[src/rtl/cu_pkg.sv]
// rtl/cu_pkg.sv - shared types and constants for the control-unit dispatcher
package cu_pkg;

    localparam int N_CLASS = 4;

    typedef enum logic [2:0] {
        ST_IDLE       = 3'd0,
        ST_FETCH      = 3'd1,
        ST_FETCH_WAIT = 3'd2,
        ST_DECODE     = 3'd3,
        ST_DISPATCH   = 3'd4,
        ST_BUSY       = 3'd5,
        ST_TRAP       = 3'd6
    } state_t;

    typedef enum logic [1:0] {
        CAUSE_NONE    = 2'b00,
        CAUSE_ILLEGAL = 2'b01,
        CAUSE_TIMEOUT = 2'b10,
        CAUSE_MULTI   = 2'b11
    } trap_cause_t;

    // Opdecoder class bits; bits 30/31 are reserved and decode as illegal.
    localparam logic [31:0] MASK_ALU = 32'h0000_FFFF;
    localparam logic [31:0] MASK_LSU = 32'h00FF_0000;
    localparam logic [31:0] MASK_BRJ = 32'h0300_0000;
    localparam logic [31:0] MASK_FPU = 32'h3C00_0000;

    localparam logic [N_CLASS-1:0][31:0] CLASS_MASK = {MASK_FPU, MASK_BRJ, MASK_LSU, MASK_ALU};

    typedef struct packed {
        logic [19:0] spare;
        logic [3:0]  alu_op;
        logic [2:0]  sel_rd;
        logic        mem_wr;
        logic        mem_rd;
        logic        load_regfile;
        logic        load_pc;
        logic        sel_pc;
    } ctrl_bundle_t;

endpackage

[src/rtl/control_dispatcher_if.sv]
// rtl/control_dispatcher_if.sv - dispatcher handshake, sub-FSM and status signals
interface control_dispatcher_if #(
    parameter int N_FSM  = 4,
    parameter int CTRL_W = 32
);
    logic                    run;
    logic [31:0]             code;
    logic                    fetch_done;
    logic [N_FSM-1:0]        fsm_done;
    logic [N_FSM*CTRL_W-1:0] fsm_ctrl;

    logic                    fetch_start;
    logic                    load_ir;
    logic [N_FSM-1:0]        fsm_start;
    logic [CTRL_W-1:0]       ctrl_out;
    logic                    busy;
    logic                    trap;
    logic [1:0]              trap_cause;
    logic [31:0]             retired;

    modport master (
        input  run, code, fetch_done, fsm_done, fsm_ctrl,
        output fetch_start, load_ir, fsm_start, ctrl_out, busy, trap, trap_cause, retired
    );

    modport slave (
        output run, code, fetch_done, fsm_done, fsm_ctrl,
        input  fetch_start, load_ir, fsm_start, ctrl_out, busy, trap, trap_cause, retired
    );
endinterface

[src/rtl/dispatch_match.sv]
// rtl/dispatch_match.sv - combinational opcode class to sub-FSM grant encoder
module dispatch_match
    import cu_pkg::*;
#(
    parameter int                      N_FSM      = 4,
    parameter int                      GW         = 2,
    parameter logic [N_FSM-1:0][31:0]  CLASS_MASK = cu_pkg::CLASS_MASK
) (
    input  logic [31:0]   code,
    output logic [GW-1:0] grant,
    output logic          none,
    output logic          multi
);
    logic [N_FSM-1:0] match;

    always_comb begin
        match = '0;
        grant = '0;
        for (int i = 0; i < N_FSM; i++) begin
            match[i] = |(code & CLASS_MASK[i]);
            if (match[i]) grant = GW'(i);
        end
    end

    assign none  = (match == '0);
    assign multi = ($countones(match) > 1);

endmodule

[src/rtl/control_dispatcher.sv]
// rtl/control_dispatcher.sv - fetch/decode/dispatch sequencer with watchdog, trap and retire count
module control_dispatcher
    import cu_pkg::*;
#(
    parameter int                     N_FSM      = 4,
    parameter int                     CTRL_W     = 32,
    parameter int                     TIMEOUT    = 64,
    parameter logic [N_FSM-1:0][31:0] CLASS_MASK = cu_pkg::CLASS_MASK
) (
    input  logic               clk,
    input  logic               rst_n,
    control_dispatcher_if.master bus
);
    localparam int GW   = (N_FSM > 1) ? $clog2(N_FSM) : 1;
    localparam int WD_W = (TIMEOUT > 1) ? $clog2(TIMEOUT) : 1;
    localparam logic [WD_W-1:0] WD_LAST = WD_W'(TIMEOUT - 1);

    state_t            state_q, state_d;
    logic [GW-1:0]     grant_q, grant_d, match_grant;
    logic              match_none, match_multi;
    logic [WD_W-1:0]   wd_q, wd_d;
    logic [31:0]       retired_q, retired_d;
    logic              trap_q, trap_d;
    trap_cause_t       cause_q, cause_d;
    logic [CTRL_W-1:0] granted_ctrl;
    logic              granted_done;

    dispatch_match #(
        .N_FSM      (N_FSM),
        .GW         (GW),
        .CLASS_MASK (CLASS_MASK)
    ) u_match (
        .code  (bus.code),
        .grant (match_grant),
        .none  (match_none),
        .multi (match_multi)
    );

    assign granted_ctrl = bus.fsm_ctrl[int'(grant_q)*CTRL_W +: CTRL_W];
    assign granted_done = bus.fsm_done[grant_q];

    always_ff @(posedge clk or negedge rst_n) begin
        if (!rst_n) begin
            state_q   <= ST_IDLE;
            grant_q   <= '0;
            wd_q      <= '0;
            retired_q <= '0;
            trap_q    <= 1'b0;
            cause_q   <= CAUSE_NONE;
        end else begin
            state_q   <= state_d;
            grant_q   <= grant_d;
            wd_q      <= wd_d;
            retired_q <= retired_d;
            trap_q    <= trap_d;
            cause_q   <= cause_d;
        end
    end

    always_comb begin
        state_d         = state_q;
        grant_d         = grant_q;
        wd_d            = wd_q;
        retired_d       = retired_q;
        trap_d          = trap_q;
        cause_d         = cause_q;
        bus.fetch_start = 1'b0;
        bus.load_ir     = 1'b0;
        bus.fsm_start   = '0;
        bus.ctrl_out    = '0;

        case (state_q)
            ST_IDLE: begin
                if (bus.run) state_d = ST_FETCH;
            end
            ST_FETCH: begin
                bus.fetch_start = 1'b1;
                state_d         = ST_FETCH_WAIT;
            end
            ST_FETCH_WAIT: begin
                if (bus.fetch_done) begin
                    bus.load_ir = 1'b1;
                    state_d     = ST_DECODE;
                end
            end
            ST_DECODE: begin
                if (match_none) begin
                    state_d = ST_TRAP;
                    trap_d  = 1'b1;
                    cause_d = CAUSE_ILLEGAL;
                end else if (match_multi) begin
                    state_d = ST_TRAP;
                    trap_d  = 1'b1;
                    cause_d = CAUSE_MULTI;
                end else begin
                    grant_d = match_grant;
                    state_d = ST_DISPATCH;
                end
            end
            ST_DISPATCH: begin
                bus.fsm_start[grant_q] = 1'b1;
                bus.ctrl_out           = granted_ctrl;
                wd_d                   = '0;
                state_d                = ST_BUSY;
            end
            ST_BUSY: begin
                bus.ctrl_out = granted_ctrl;
                // done is checked first so it beats a watchdog expiry in the same cycle
                if (granted_done) begin
                    retired_d = retired_q + 32'd1;
                    state_d   = bus.run ? ST_FETCH : ST_IDLE;
                end else if (wd_q == WD_LAST) begin
                    state_d = ST_TRAP;
                    trap_d  = 1'b1;
                    cause_d = CAUSE_TIMEOUT;
                end else begin
                    wd_d = wd_q + 1'b1;
                end
            end
            ST_TRAP: begin
                state_d = ST_TRAP;
            end
            default: begin
                state_d = ST_IDLE;
            end
        endcase
    end

    assign bus.busy       = (state_q != ST_IDLE) && (state_q != ST_TRAP);
    assign bus.trap       = trap_q;
    assign bus.trap_cause = cause_q;
    assign bus.retired    = retired_q;

endmodule

[src/flat_wrapper.sv]
// flat-port wrapper written by rule: the top's interface ports become plain ports
module control_dispatcher_flat import cu_pkg::*;
#(
    parameter int                     N_FSM      = 4,
    parameter int                     CTRL_W     = 32,
    parameter int                     TIMEOUT    = 64,
    parameter logic [N_FSM-1:0][31:0] CLASS_MASK = cu_pkg::CLASS_MASK
)
  (clk, rst_n, bus_run, bus_code, bus_fetch_done, bus_fsm_done, bus_fsm_ctrl, bus_fetch_start, bus_load_ir, bus_fsm_start, bus_ctrl_out, bus_busy, bus_trap, bus_trap_cause, bus_retired);
  control_dispatcher_if #(.N_FSM(N_FSM), .CTRL_W(CTRL_W)) bus_i ();
  input  logic clk;
  input  logic rst_n;
  input wire logic [$bits(bus_i.run)-1:0] bus_run;
  input wire logic [$bits(bus_i.code)-1:0] bus_code;
  input wire logic [$bits(bus_i.fetch_done)-1:0] bus_fetch_done;
  input wire logic [$bits(bus_i.fsm_done)-1:0] bus_fsm_done;
  input wire logic [$bits(bus_i.fsm_ctrl)-1:0] bus_fsm_ctrl;
  output wire logic [$bits(bus_i.fetch_start)-1:0] bus_fetch_start;
  output wire logic [$bits(bus_i.load_ir)-1:0] bus_load_ir;
  output wire logic [$bits(bus_i.fsm_start)-1:0] bus_fsm_start;
  output wire logic [$bits(bus_i.ctrl_out)-1:0] bus_ctrl_out;
  output wire logic [$bits(bus_i.busy)-1:0] bus_busy;
  output wire logic [$bits(bus_i.trap)-1:0] bus_trap;
  output wire logic [$bits(bus_i.trap_cause)-1:0] bus_trap_cause;
  output wire logic [$bits(bus_i.retired)-1:0] bus_retired;
  assign bus_i.run = bus_run;
  assign bus_i.code = bus_code;
  assign bus_i.fetch_done = bus_fetch_done;
  assign bus_i.fsm_done = bus_fsm_done;
  assign bus_i.fsm_ctrl = bus_fsm_ctrl;
  assign bus_fetch_start = bus_i.fetch_start;
  assign bus_load_ir = bus_i.load_ir;
  assign bus_fsm_start = bus_i.fsm_start;
  assign bus_ctrl_out = bus_i.ctrl_out;
  assign bus_busy = bus_i.busy;
  assign bus_trap = bus_i.trap;
  assign bus_trap_cause = bus_i.trap_cause;
  assign bus_retired = bus_i.retired;
  control_dispatcher #(.N_FSM(N_FSM), .CTRL_W(CTRL_W), .TIMEOUT(TIMEOUT), .CLASS_MASK(CLASS_MASK)) u_core (.clk(clk), .rst_n(rst_n), .bus(bus_i));
endmodule
[config.mk]
export PLATFORM = sky130hd
export DESIGN_NAME = control_dispatcher_flat
export DESIGN_NICKNAME = d
export VERILOG_FILES = /design/src/rtl/cu_pkg.sv /design/src/rtl/control_dispatcher_if.sv /design/src/rtl/dispatch_match.sv /design/src/rtl/control_dispatcher.sv /design/src/flat_wrapper.sv
export SDC_FILE = /design/constraint.sdc
export NUM_CORES = 1
export LEC_CHECK = 0
export CAP_MARGIN = 0
export CORE_ASPECT_RATIO = 1.2
export CORE_MARGIN = 2
export CORE_UTILIZATION = 39
export CTS_BUF_LIST = sky130_fd_sc_hd__clkbuf_8
export DETAILED_ROUTE_END_ITERATION = 16
export PLACE_DENSITY_LB_ADDON = 0.2
export SETUP_SLACK_MARGIN = 0.2
export SYNTH_ARGS = -nofsm -noshare
export SYNTH_HDL_FRONTEND = slang
export SYNTH_SLANG_ARGS = --single-unit
[constraint.sdc]
create_clock -name clk -period 3.55 [get_ports clk]
set_clock_uncertainty 0.2 [all_clocks]
set_input_delay 0.71 -clock clk [delete_from_list [all_inputs] [get_ports clk]]
set_output_delay 0.71 -clock clk [all_outputs]
set_load 0.02 [all_outputs]
### Word-level counts from Yosys, hierarchy flattened

Cells that the tools add are included.

* flip-flop bits (word level): 46
* bits in latches: 0
* memory bits (writable): 0
* ROM bits: 0
* bits of input ports: 168
* output and inout port bits: 74
* word-level logic and storage cells: 82
* memories: 0

* add/subtract/negate cells: 5
* $mul: 0
* div/mod/pow operators: 0
* $lt $le $gt $ge: 3
* eq/ne operators: 15
* shifts and indexed selects: 1
* mux-type cells: 33
* bitwise gates (word level): 2
* reductions and logical operators: 17

Operators with widths (count)
* $shiftx A128 B8 Y32: 1
* $add A32 B1 Y32 const B: 1
* $gt A32 B2 Y1 const B: 1
* $mux W32: 1
* $pmux W3 S7: 1
* $reduce_or A16 Y1: 1
* $mux W3: 5
* $mux W2: 7
* $mux W6: 2
* $pmux W6 S2: 1
* $mux W1: 11
* $eq A3 B3 Y1 const B: 3
* $reduce_and A3 Y1: 3
* $ne A2 B2 Y1 const B: 4
* $reduce_or A8 Y1: 1
* $add A6 B1 Y6 const B: 1
* $eq A3 B2 Y1 const B: 2
* $eq A6 B6 Y1 const B: 1
* $ne A3 B1 Y1 const B: 2
* $add A1 B1 Y2: 2
* $logic_not A4 Y1: 1
* $mux W4: 1
* $pmux W2 S2: 1
* $reduce_and A4 Y1: 1
* other kinds (17): 21

### Logic depth before layout (Yosys ltp)

* depth in word-level cells: 7
* gate-level depth with buffers: 7
* gate-level depth less buffers: 7

### By module

Synthesis repeated with hierarchy kept, for this count alone.

* cell total of the unflattened synthesis: 320
* area, all modules: 3433.3 um^2

Modules (own cells, without submodules)
* control_dispatcher: times used 1, cells each 300, area each 3285.7 um^2, sequential area each 1151.1 um^2
* dispatch_match: times used 1, cells each 20, area each 147.6 um^2, sequential area each 0.0 um^2

### Worst setup path after synthesis

No wires, ideal clock.

* kind: input port to flip-flop
* start point: input port bus_code[21]
* end point: register u_core.grant_q[0]
* data arrival time: 2.728 ns
* slack: 0.498 ns
* stages on the path: 7
* path buffers: 0
* path through: or4_1 > nor2_1 > fa_1 > o21ba_2 > a311o_1 > nor3_1 > mux2_2

* word-level cells in the longest chain between the ends: 6
* elaborated cells between the ends (all ways): 11
* those cells by class: 2 x add/sub; 1 x order compare; 3 x mux; 2 x bitwise; 3 x reduce/logical

Ends and longest elaborated chain
* start: declaration: RTL line flat_wrapper.sv:14 `input wire logic [$bits(bus_i.code)-1:0] bus_code;`
* $reduce_or A8 Y1 *: RTL line dispatch_match.sv:20 `match[i] = |(code & CLASS_MASK[i]);`
* $add A1 B1 Y2 (not written as such): RTL line dispatch_match.sv:26 `assign multi = ($countones(match) > 1);`
* $add A2 B2 Y3 (not written as such): RTL line dispatch_match.sv:26
* $gt A32 B2 Y1: RTL line dispatch_match.sv:26
* $not A1 Y1 (no source line)
* $reduce_and A3 Y1 (no source line)
* end signal: assignment: RTL line control_dispatcher.sv:52 `grant_q <= grant_d;`
* end: declaration: RTL line control_dispatcher.sv:19 `logic [GW-1:0] grant_q, grant_d, match_grant;`

Mark *: on every way between the ends. The rest lies on a longest branch, timed or not.
A chain may end at the register's enable or synchronous reset.

### Worst setup path after layout

* start point: input port bus_fsm_ctrl[52]
* end point: output port bus_ctrl_out[20]

* word-level cells in the longest chain between the ends: 2

Ends and longest elaborated chain
* start: declaration: RTL line flat_wrapper.sv:17 `input wire logic [$bits(bus_i.fsm_ctrl)-1:0] bus_fsm_ctrl;`
* $shiftx A128 B8 Y32: RTL line control_dispatcher.sv:39 `assign granted_ctrl = bus.fsm_ctrl[int'(grant_q)*CTRL_W +: CTRL_W];`
* $mux W32: RTL line control_dispatcher.sv:72 `case (state_q)`
* end: declaration: RTL line flat_wrapper.sv:21 `output wire logic [$bits(bus_i.ctrl_out)-1:0] bus_ctrl_out;`

Every way passes these cells.

==> results.toml <==
[worst_setup_path]
r2r_cells = 5
arrival_ns = 2.35
critPathCaptureType = "primary output"
crit_type = "input port to primary output"
r2r-start = "u_core.grant_q[0]"
r2r_end = "u_core.bus.trap_cause[1]"
cp-start-kind = "input port"
worstPathRequired_ns = 2.64
crit_fanout = 1
rrSetupSlack_ns = 1.12

[timing]
maxSlewHeadroom_pct = 32.3
setup_tns_ns = 0
worst_pin_slew_ns = 1.02
fmax_ghz = 0.307
timing.hold.ws_ns = 0.271
finalWorstSetupSlack_ns = 0.289
period_share_pct = 91.8
rsz0062_at_grt = "true"
hold_viol_final = 0
drv_slew = 0
min_period_ns = 3.26
setup_viol = 0

[logic_synthesis]
ys_types = 50
synth_area_per_cell_um2 = 11.1
ys_async_sr_fraction_pct = 100
synth-seq-area-share_pct = 33.2
yosysWarnings = 0
syn_inst = 313
synth_area_um2 = 3470
yosys_register_bits = 46
synth_ff_type = "dfrtp_1"
synth_nets = 485
synth_edf_count = 0

[clocking]
clk-insertion-delay-late_ns = 0.31
clkSlewWorstSetupHoldPaths_ns = 0.08
cts_tree = "yes"
numCtsBuffers = 5
cts_sinks = 46
cts_max_level = 2
cts_root_buffer = "clkbuf_8"
hold_buffers = 0
clk_path_buf_depth = 2

[power]
power_leakage_nw = 2.27
ir_drop_v = 0.000302
p_per_area_nw_per_um2 = 318

[floorplan]
core_um2 = 8610
start_util_pct = 40.3
design.die.area_um2 = 9660
rows = 37
io_pins = 242
die_x_um = 90.1
die_h_um = 107

[worst_hold_path]
hold_path.class = "flop to flop"
min_to = "u_core.bus.trap"
hold_start = "u_core.bus.trap"
hold_depth = 1

[final_layout]
n_antenna_cell = 0
final_net_count = 718
nFillCells = 668
final_common_cell = "clkdlybuf4s50_1"
final_cell_mix = "clkdlybuf4s50_1, dfrtp_1, and2_1"
layout-drive-gt1-share_pct = 12.1
area_delta_synth_final_pct = 75.7
post-route-cell-area_um2 = 6090

[routing]
drc = 0
routedWlPerCell_um = 19.3
dr.pass1.iters = 4
routed_wl_um = 12800
ant_nets = 0
vias = 3552
post_drt_via_cell_ratio = 5.35
first_iter_violations = 168

[global_routing]
grt_pass1_wl_um = 19500
gr-usage-all-layers_pct = 25.7
grt_overflow = 0
grt_max_degree = 47
antenna_found_initial = 0
grt_pass1_vias = 3577

[placed_design]
place_hpwl_um = 10300
placed_area_um2 = 5980
place_congestion = 0.888
place_ws_ns = 0.0185
io_buffers = 239

[status]
outcome = "finished, final reports clean"

[run]
drv_cap = 0
-- logic make-up (layout without fill, tap and decap cells) --
kind of cell | after synthesis | in the layout | synth area share, %
adder cells (fa/ha/maj) | 4 | 4 | 1.66
flip-flops | 46 | 46 | 33.2
multiplexers | 38 | 38 | 23.0
AO/OA/AOI/OAI | 30 | 30 | 6.82
buffers and inverters | 26 | 260 | 3.43
XOR/XNOR | 31 | 31 | 7.83
AND/OR/NAND/NOR | 138 | 138 | 24.1
-- through the flow --
| stage | total power (W) | instances | utilization, % |
|---|---|---|---|
| after floorplan | 0.00112 | 313 | - |
| after global placement | 0.00157 | 654 | 69.4 |
| after detailed placement | 0.00161 | 654 | 69.4 |
| after CTS | 0.00194 | 664 | 70.7 |
| after global routing | 0.00203 | 664 | 70.7 |
| final | 0.00194 | 664 | 70.7 |
-- synthesized netlist by cell type, types with 2 or more instances --
| library cell | number | area [um2] |
|---|---|---|
| dfrtp_1 | 46 | 1150 |
| and2_1 | 37 | 231 |
| mux4_2 | 33 | 743 |
| xnor2_1 | 28 | 245 |
| nand2_1 | 19 | 71.3 |
| nand4_1 | 15 | 93.8 |
| nand3_1 | 14 | 70.1 |
| buf_2 | 11 | 55.1 |
| and3_1 | 10 | 62.6 |
| and4_1 | 9 | 78.8 |
| clkbuf_1 | 9 | 33.8 |
| a21oi_1 | 7 | 35.0 |
| nor2_1 | 6 | 22.5 |
| nor3_1 | 6 | 30.0 |
| nor4_1 | 6 | 37.5 |
| o21ai_0 | 5 | 25.0 |
| inv_1 | 4 | 15.0 |
| a22o_1 | 3 | 26.3 |
| ha_1 | 3 | 37.5 |
| mux2_2 | 3 | 33.8 |
| xor2_1 | 3 | 26.3 |
| a311o_1 | 2 | 20.0 |
| mux2i_1 | 2 | 20.0 |
| nor2b_1 | 2 | 12.5 |
| nor4b_1 | 2 | 17.5 |
| o31ai_1 | 2 | 15.0 |
| or2_2 | 2 | 12.5 |
| or4_1 | 2 | 15.0 |
-- worst max path at each step --
| stage | start | to | slack [ns] |
|---|---|---|---|
| 6_report | bus_fsm_ctrl[52] | bus_ctrl_out[20] | 0.29 |
| 5_1_grt | bus_code[20] | u_core.grant_q[1] | 0.17 |
| 4_1_cts | bus_fsm_ctrl[52] | bus_ctrl_out[20] | 0.28 |
| 3_5_place_dp | bus_code[20] | u_core.grant_q[1] | 0.02 |
| 3_3_place_gp | bus_code[20] | u_core.grant_q[0] | 0.03 |
| 2_1_floorplan | bus_code[21] | u_core.grant_q[0] | 0.50 |
-- layer usage --
| layer | GRT usage (%) | wire length [um] | share of wire [%] | up-vias |
|---|---|---|---|---|
| li1 | - | - | - | 1652 |
| met1 | 32.3 | 4930 | 39 | 1688 |
| met2 | 43.7 | 6360 | 50 | 183 |
| met3 | 5.39 | 1070 | 8.4 | 29 |
| met4 | 10.2 | 437 | 3.4 | 0 |
| met5 | 0 | 0 | 0 | - |
-- repair_timing --
action | 4_1_cts | 5_1_grt
resized for setup | 0 | 1
buffers inserted | 2 | 0
setup endpoints to repair | 8 | 3
-- flip-flops by register name (all words and copies together), names as in the netlist --
| register | flops |
|---|---|
| u_core.bus.retired | 32 |
| u_core.wd_q | 6 |
| u_core.state_q | 3 |
| u_core.bus.trap_cause | 2 |
| u_core.grant_q | 2 |
| u_core.bus.trap | 1 |
-- where the power goes --
group / total [W] / internal (W) / switching [W]
logic: 0.000905 / 0.000505 / 0.000401
clock network: 0.000342 / 0.000157 / 0.000186
registers: 0.000692 / 0.000579 / 0.000113
total: 0.00194 / 0.00124 / 0.000699
-- cell type report --
class                   instances  area (um2)  share of cell area, %
repair buffers                248        2480                   40.7
multi-input cells             241        2200                   36.2
flip-flops and latches         46        1150                   18.9
well taps                     117         146                   2.40
clock buffers                   6        82.6                   1.36
inverters                       4        15.0                  0.247
clock inverters                 2        12.5                  0.205
-- critical path, cell delays in order --
cell and delay [ns]:
clkdlybuf4s50_1 0.46, mux4_2 0.47, and2_1 0.17, clkdlybuf4s50_1 0.54
No activity file was read; power rests on OpenSTA's default activity.
==> edit 1: new RTL, same flow settings <==
The 7 states of `state_t` get a Gray code encoding in 3 bits.
--- a/src/rtl/cu_pkg.sv
+++ b/src/rtl/cu_pkg.sv
@@ -6,9 +6,9 @@
     typedef enum logic [2:0] {
-        ST_IDLE       = 3'd0,
-        ST_FETCH      = 3'd1,
-        ST_FETCH_WAIT = 3'd2,
-        ST_DECODE     = 3'd3,
-        ST_DISPATCH   = 3'd4,
-        ST_BUSY       = 3'd5,
-        ST_TRAP       = 3'd6
+        ST_IDLE       = 3'b000,
+        ST_FETCH      = 3'b001,
+        ST_FETCH_WAIT = 3'b011,
+        ST_DECODE     = 3'b010,
+        ST_DISPATCH   = 3'b110,
+        ST_BUSY       = 3'b111,
+        ST_TRAP       = 3'b101
     } state_t;
Check against the original RTL: same outputs for any inputs over 10 cycles, from zero or initial values and one cycle with rst_n low; not proved beyond that.
==> edit 1 against the unedited design <==
Utilization rose by 0.24 points. Count of clock-buffer cells in the layout fell by 1. Cell count up 0.30%. Via count shrank 0.56%. Cell area fell by 0.21%. Fmax increased by 0.21%. Largest cell class unchanged. Hold slack worse by 0.042 ns. Routed wire length about the same. Total power increased by 7.9%. Sequential cell count unchanged. Global-route usage increased by 1.1 points. Worst setup slack improved by 0.0070 ns. Area after synthesis is 0.61% lower.
==> edit 1: results (changes against the unedited design) <==
- Pin count of the biggest net entering global routing: 41 (-13%)
- Placed instance area: 5949 µm² (-0.48%)
- Headroom to the max-slew limit: 0.5511 (+0.2285)
- Reported clock group power: 326 µW (-5%)
- 1st-iter DRT viols: 100 (-40%)
- Mean post-synth cell area: 11.08 µm² (about the same)
- End of the worst register-to-register path: u_core.wd_q[0]
- Result of the run: completed
- Minimum setup slack among reg-to-reg paths: 1.27 ns (+0.15 ns)
- Register area share after synthesis: 0.3341 (+0.002049)
- Worst Hold Margin: 0.2295 ns (-0.04176 ns)
- Capture point of the critical path: bus_ctrl_out[3]
- Mux cell area share after synthesis: 0.2317 (+0.001782)
- Routed metal-1 wire length: 4.974 mm (+0.83%)
- Weighted congestion at the end of routability-driven global placement: 0.8805 (-0.84%)
- Cell types occupying the most area after synthesis: sky130_fd_sc_hd__dfrtp_1, sky130_fd_sc_hd__mux4_2, sky130_fd_sc_hd__xnor2_1
- Routed vias: 3532 (-0.56%)
- Number of global-route vias before repair: 3776 (+5.6%)
- Arithmetic-cell share of the synthesized area counting full adders, half adders and majority gates: 0.01670 (+0.0001025)
- Met1 global-route usage: 0.3220 (-0.001287)
- Tot GR Track Use: 0.2687 (+0.01136)
- Count of distinct cell types in the synthesized netlist: 49 (-2.0%)
- GRT met2 Usage: 0.4567 (+0.02008)
- Met3 usage in global routing: 0.09487 (+0.04095)
- Leakage power total: 0.002306 µW (+1.7%)
- Net switching power of the design: 775.4 µW (+11%)
- Hold crit path type: input pin to asynchronous set/reset pin
- Detailed Place HPWL: 10.43 mm (+1.1%)
- Combinational power share: 0.510 (+0.043)
==> edit 1: repair_timing <==
action / CTS / global route
endpoints found under the setup margin: 21 / 24
gates resized for setup: 1 / 2
buffers inserted: 0 / 1
==> edit 1: area by class of cell <==
type                    instances  share of cell area
multi-input cells             240              0.3600
clock inverters                 3            0.003499
clock buffers                   5             0.01132
inverters                       5            0.003088
well taps                     117             0.02408
diodes                          3            0.001235
repair buffers                247              0.4068
flip-flops and latches         46              0.1900
==> edit 1: stage by stage <==
step | power (µW) | setup WS, ns | util | instances
2_1_floorplan | 1209 | 0.3766 | - | 311
3_3_place_gp | 1745 | 0.06878 | 0.6947 | 654
3_5_place_dp | 1770 | 0.02904 | 0.6947 | 654
4_1_cts | 2099 | 0.2275 | 0.7055 | 662
5_1_grt | 2213 | 0.1862 | 0.7088 | 663
6_report | 2092 | 0.2965 | 0.7097 | 666
==> edit 2: new RTL, same flow settings <==
Made on the original files. `TIMEOUT` is set to 64 in 2 places; all go to 128.
--- a/src/rtl/control_dispatcher.sv
+++ b/src/rtl/control_dispatcher.sv
@@ -6,3 +6,3 @@
     parameter int                     CTRL_W     = 32,
-    parameter int                     TIMEOUT    = 64,
+    parameter int                     TIMEOUT    = 128,
     parameter logic [N_FSM-1:0][31:0] CLASS_MASK = cu_pkg::CLASS_MASK
--- a/src/flat_wrapper.sv
+++ b/src/flat_wrapper.sv
@@ -5,3 +5,3 @@
     parameter int                     CTRL_W     = 32,
-    parameter int                     TIMEOUT    = 64,
+    parameter int                     TIMEOUT    = 128,
     parameter logic [N_FSM-1:0][31:0] CLASS_MASK = cu_pkg::CLASS_MASK
Formal check against the unedited RTL: no difference found for any inputs over 10 cycles, from zero or initial values and one cycle with rst_n low; that may be too few to reach the edited logic, so the function may still have changed.
==> edit 2 against the unedited design <==
Cell area fell by 1.1%. Utilization hardly changed. Hold slack worse by 0.00067 ns. Sequential cell count grew 1. Sequential power fell by 2%. Critical path type unchanged. Critical endpoint is now bus_ctrl_out[22]. Die area fell by 1.9%. Total power decreased by 7.9%. Area after synthesis fell by 2.0%. Routed wire length shrank 5.4%. Worst setup slack worse by 0.027 ns.
==> edit 2: results (changes against the unedited design) <==
- # nets final: 721 (+0.42%)
- Hold path startpoint: u_core.bus.retired[31]
- Minimum setup slack among reg-to-reg paths: 0.92 ns (-0.20 ns)
- Result of the run: completed
- Cell types occupying the most area after synthesis: sky130_fd_sc_hd__dfrtp_1, sky130_fd_sc_hd__mux4_2, sky130_fd_sc_hd__and2_1
- Register area share after synthesis: 0.3462 (+0.01421)
- Hold-critical path endpoint: u_core.bus.retired[31]
- Global-route wire length before repair: 18.04 mm (-7.6%)
- GRT met2 Usage: 0.3947 (-0.04192)
- Cts repair resizes: 1 (+1)
- Tot GR Track Use: 0.2502 (-0.007148)
- Count of distinct cell types in the synthesized netlist: 45 (-10%)
- Internal Pwr Total: 1175 µW (-5.3%)
- Share of post-route cells with drive strength above 1: 0.1020 (-0.01865)
- Number of cells on the worst reg-to-reg path: 6 (+1)
- Pin count of the biggest net entering global routing: 48 (+2.1%)
- Detailed Place HPWL: 10.09 mm (-2.2%)
- Placed instance area: 5936 µm² (-0.71%)
- Filler cell count in the final layout: 662 (-0.90%)
- 1st-iter DRT viols: 174 (+3.6%)
- CP peak stage delay: 0.56 ns (+0.02 ns)
- Initial antenna violation count: 1 (+1)
- End of the worst register-to-register path: u_core.wd_q[5]
- Actual slew at the worst max-slew pin: 1.032 ns (+0.01536 ns)
- Leakage power total: 0.002359 µW (+4.0%)
- Worst Hold Margin: 0.2706 ns (-0.0006670 ns)
- Weighted congestion at the end of routability-driven global placement: 0.8434 (-5.0%)
## edit 2: worst reg2reg max path, stage by stage, from the launching register on
cell	delay [ns]
sky130_fd_sc_hd__dfrtp_4	0.57
sky130_fd_sc_hd__buf_12	0.21
sky130_fd_sc_hd__mux4_2	0.66
sky130_fd_sc_hd__a31o_4	0.29
sky130_fd_sc_hd__o311ai_1	0.31
sky130_fd_sc_hd__o41ai_1	0.14
sky130_fd_sc_hd__a21o_1	0.16
## edit 2: metrics by stage
step	cells	worst slack [ns]
finish	667	0.2629
detailed placement	659	0.03679
global route	666	0.2039
CTS	666	0.2605
floorplan	316	0.5021
global placement	659	0.07140
## edit 2: metal layers
metal,vias up,wire [µm]
li1,1637,-
met1,1714,5135
met2,174,5691
met3,18,1064
met4,0,215
met5,-,0
## edit 2: how the worst max path moves through the flow
stage / start / endpoint / slack [ns] / cells past startpoint
finish: bus_fsm_ctrl[86] / bus_ctrl_out[22] / 0.26 / 4
global route: u_core.grant_q[0] / bus_ctrl_out[14] / 0.20 / 4
CTS: bus_fsm_ctrl[127] / bus_ctrl_out[31] / 0.26 / 4
detailed placement: bus_code[21] / u_core.bus.trap_cause[1] / 0.04 / 8
global placement: bus_code[21] / u_core.bus.trap_cause[1] / 0.07 / 8
floorplan: bus_code[21] / u_core.bus.trap_cause[1] / 0.50 / 7
## edit 2: area by class of cell
type	count	area share
Timing Repair Buffer	246	0.4113
Inverter	6	0.003739
Antenna cell	1	0.0004155
Multi-Input combinational cell	243	0.3506
Clock buffer	5	0.01143
Sequential cell	47	0.1959
Clock inverter	2	0.002285
Tap cell	117	0.02430
## edit 2: kinds of logic after synthesis
group | share of synthesized area
xor+xnor | 0.07993
simple gates | 0.2379
fa+ha+maj | 0.01694
compound gates | 0.05746
buf+inv | 0.03278
flops | 0.3462
mux | 0.2287
## edit 2: power groups by stage
stage / combinational [µW] / clock, µW / sequential (µW)
CTS: 796 / 323 / 677
global route: 846 / 347 / 689
floorplan: 395 / 0 / 649
detailed placement: 792 / 0 / 688
finish: 793 / 315 / 679
global placement: 779 / 0 / 683
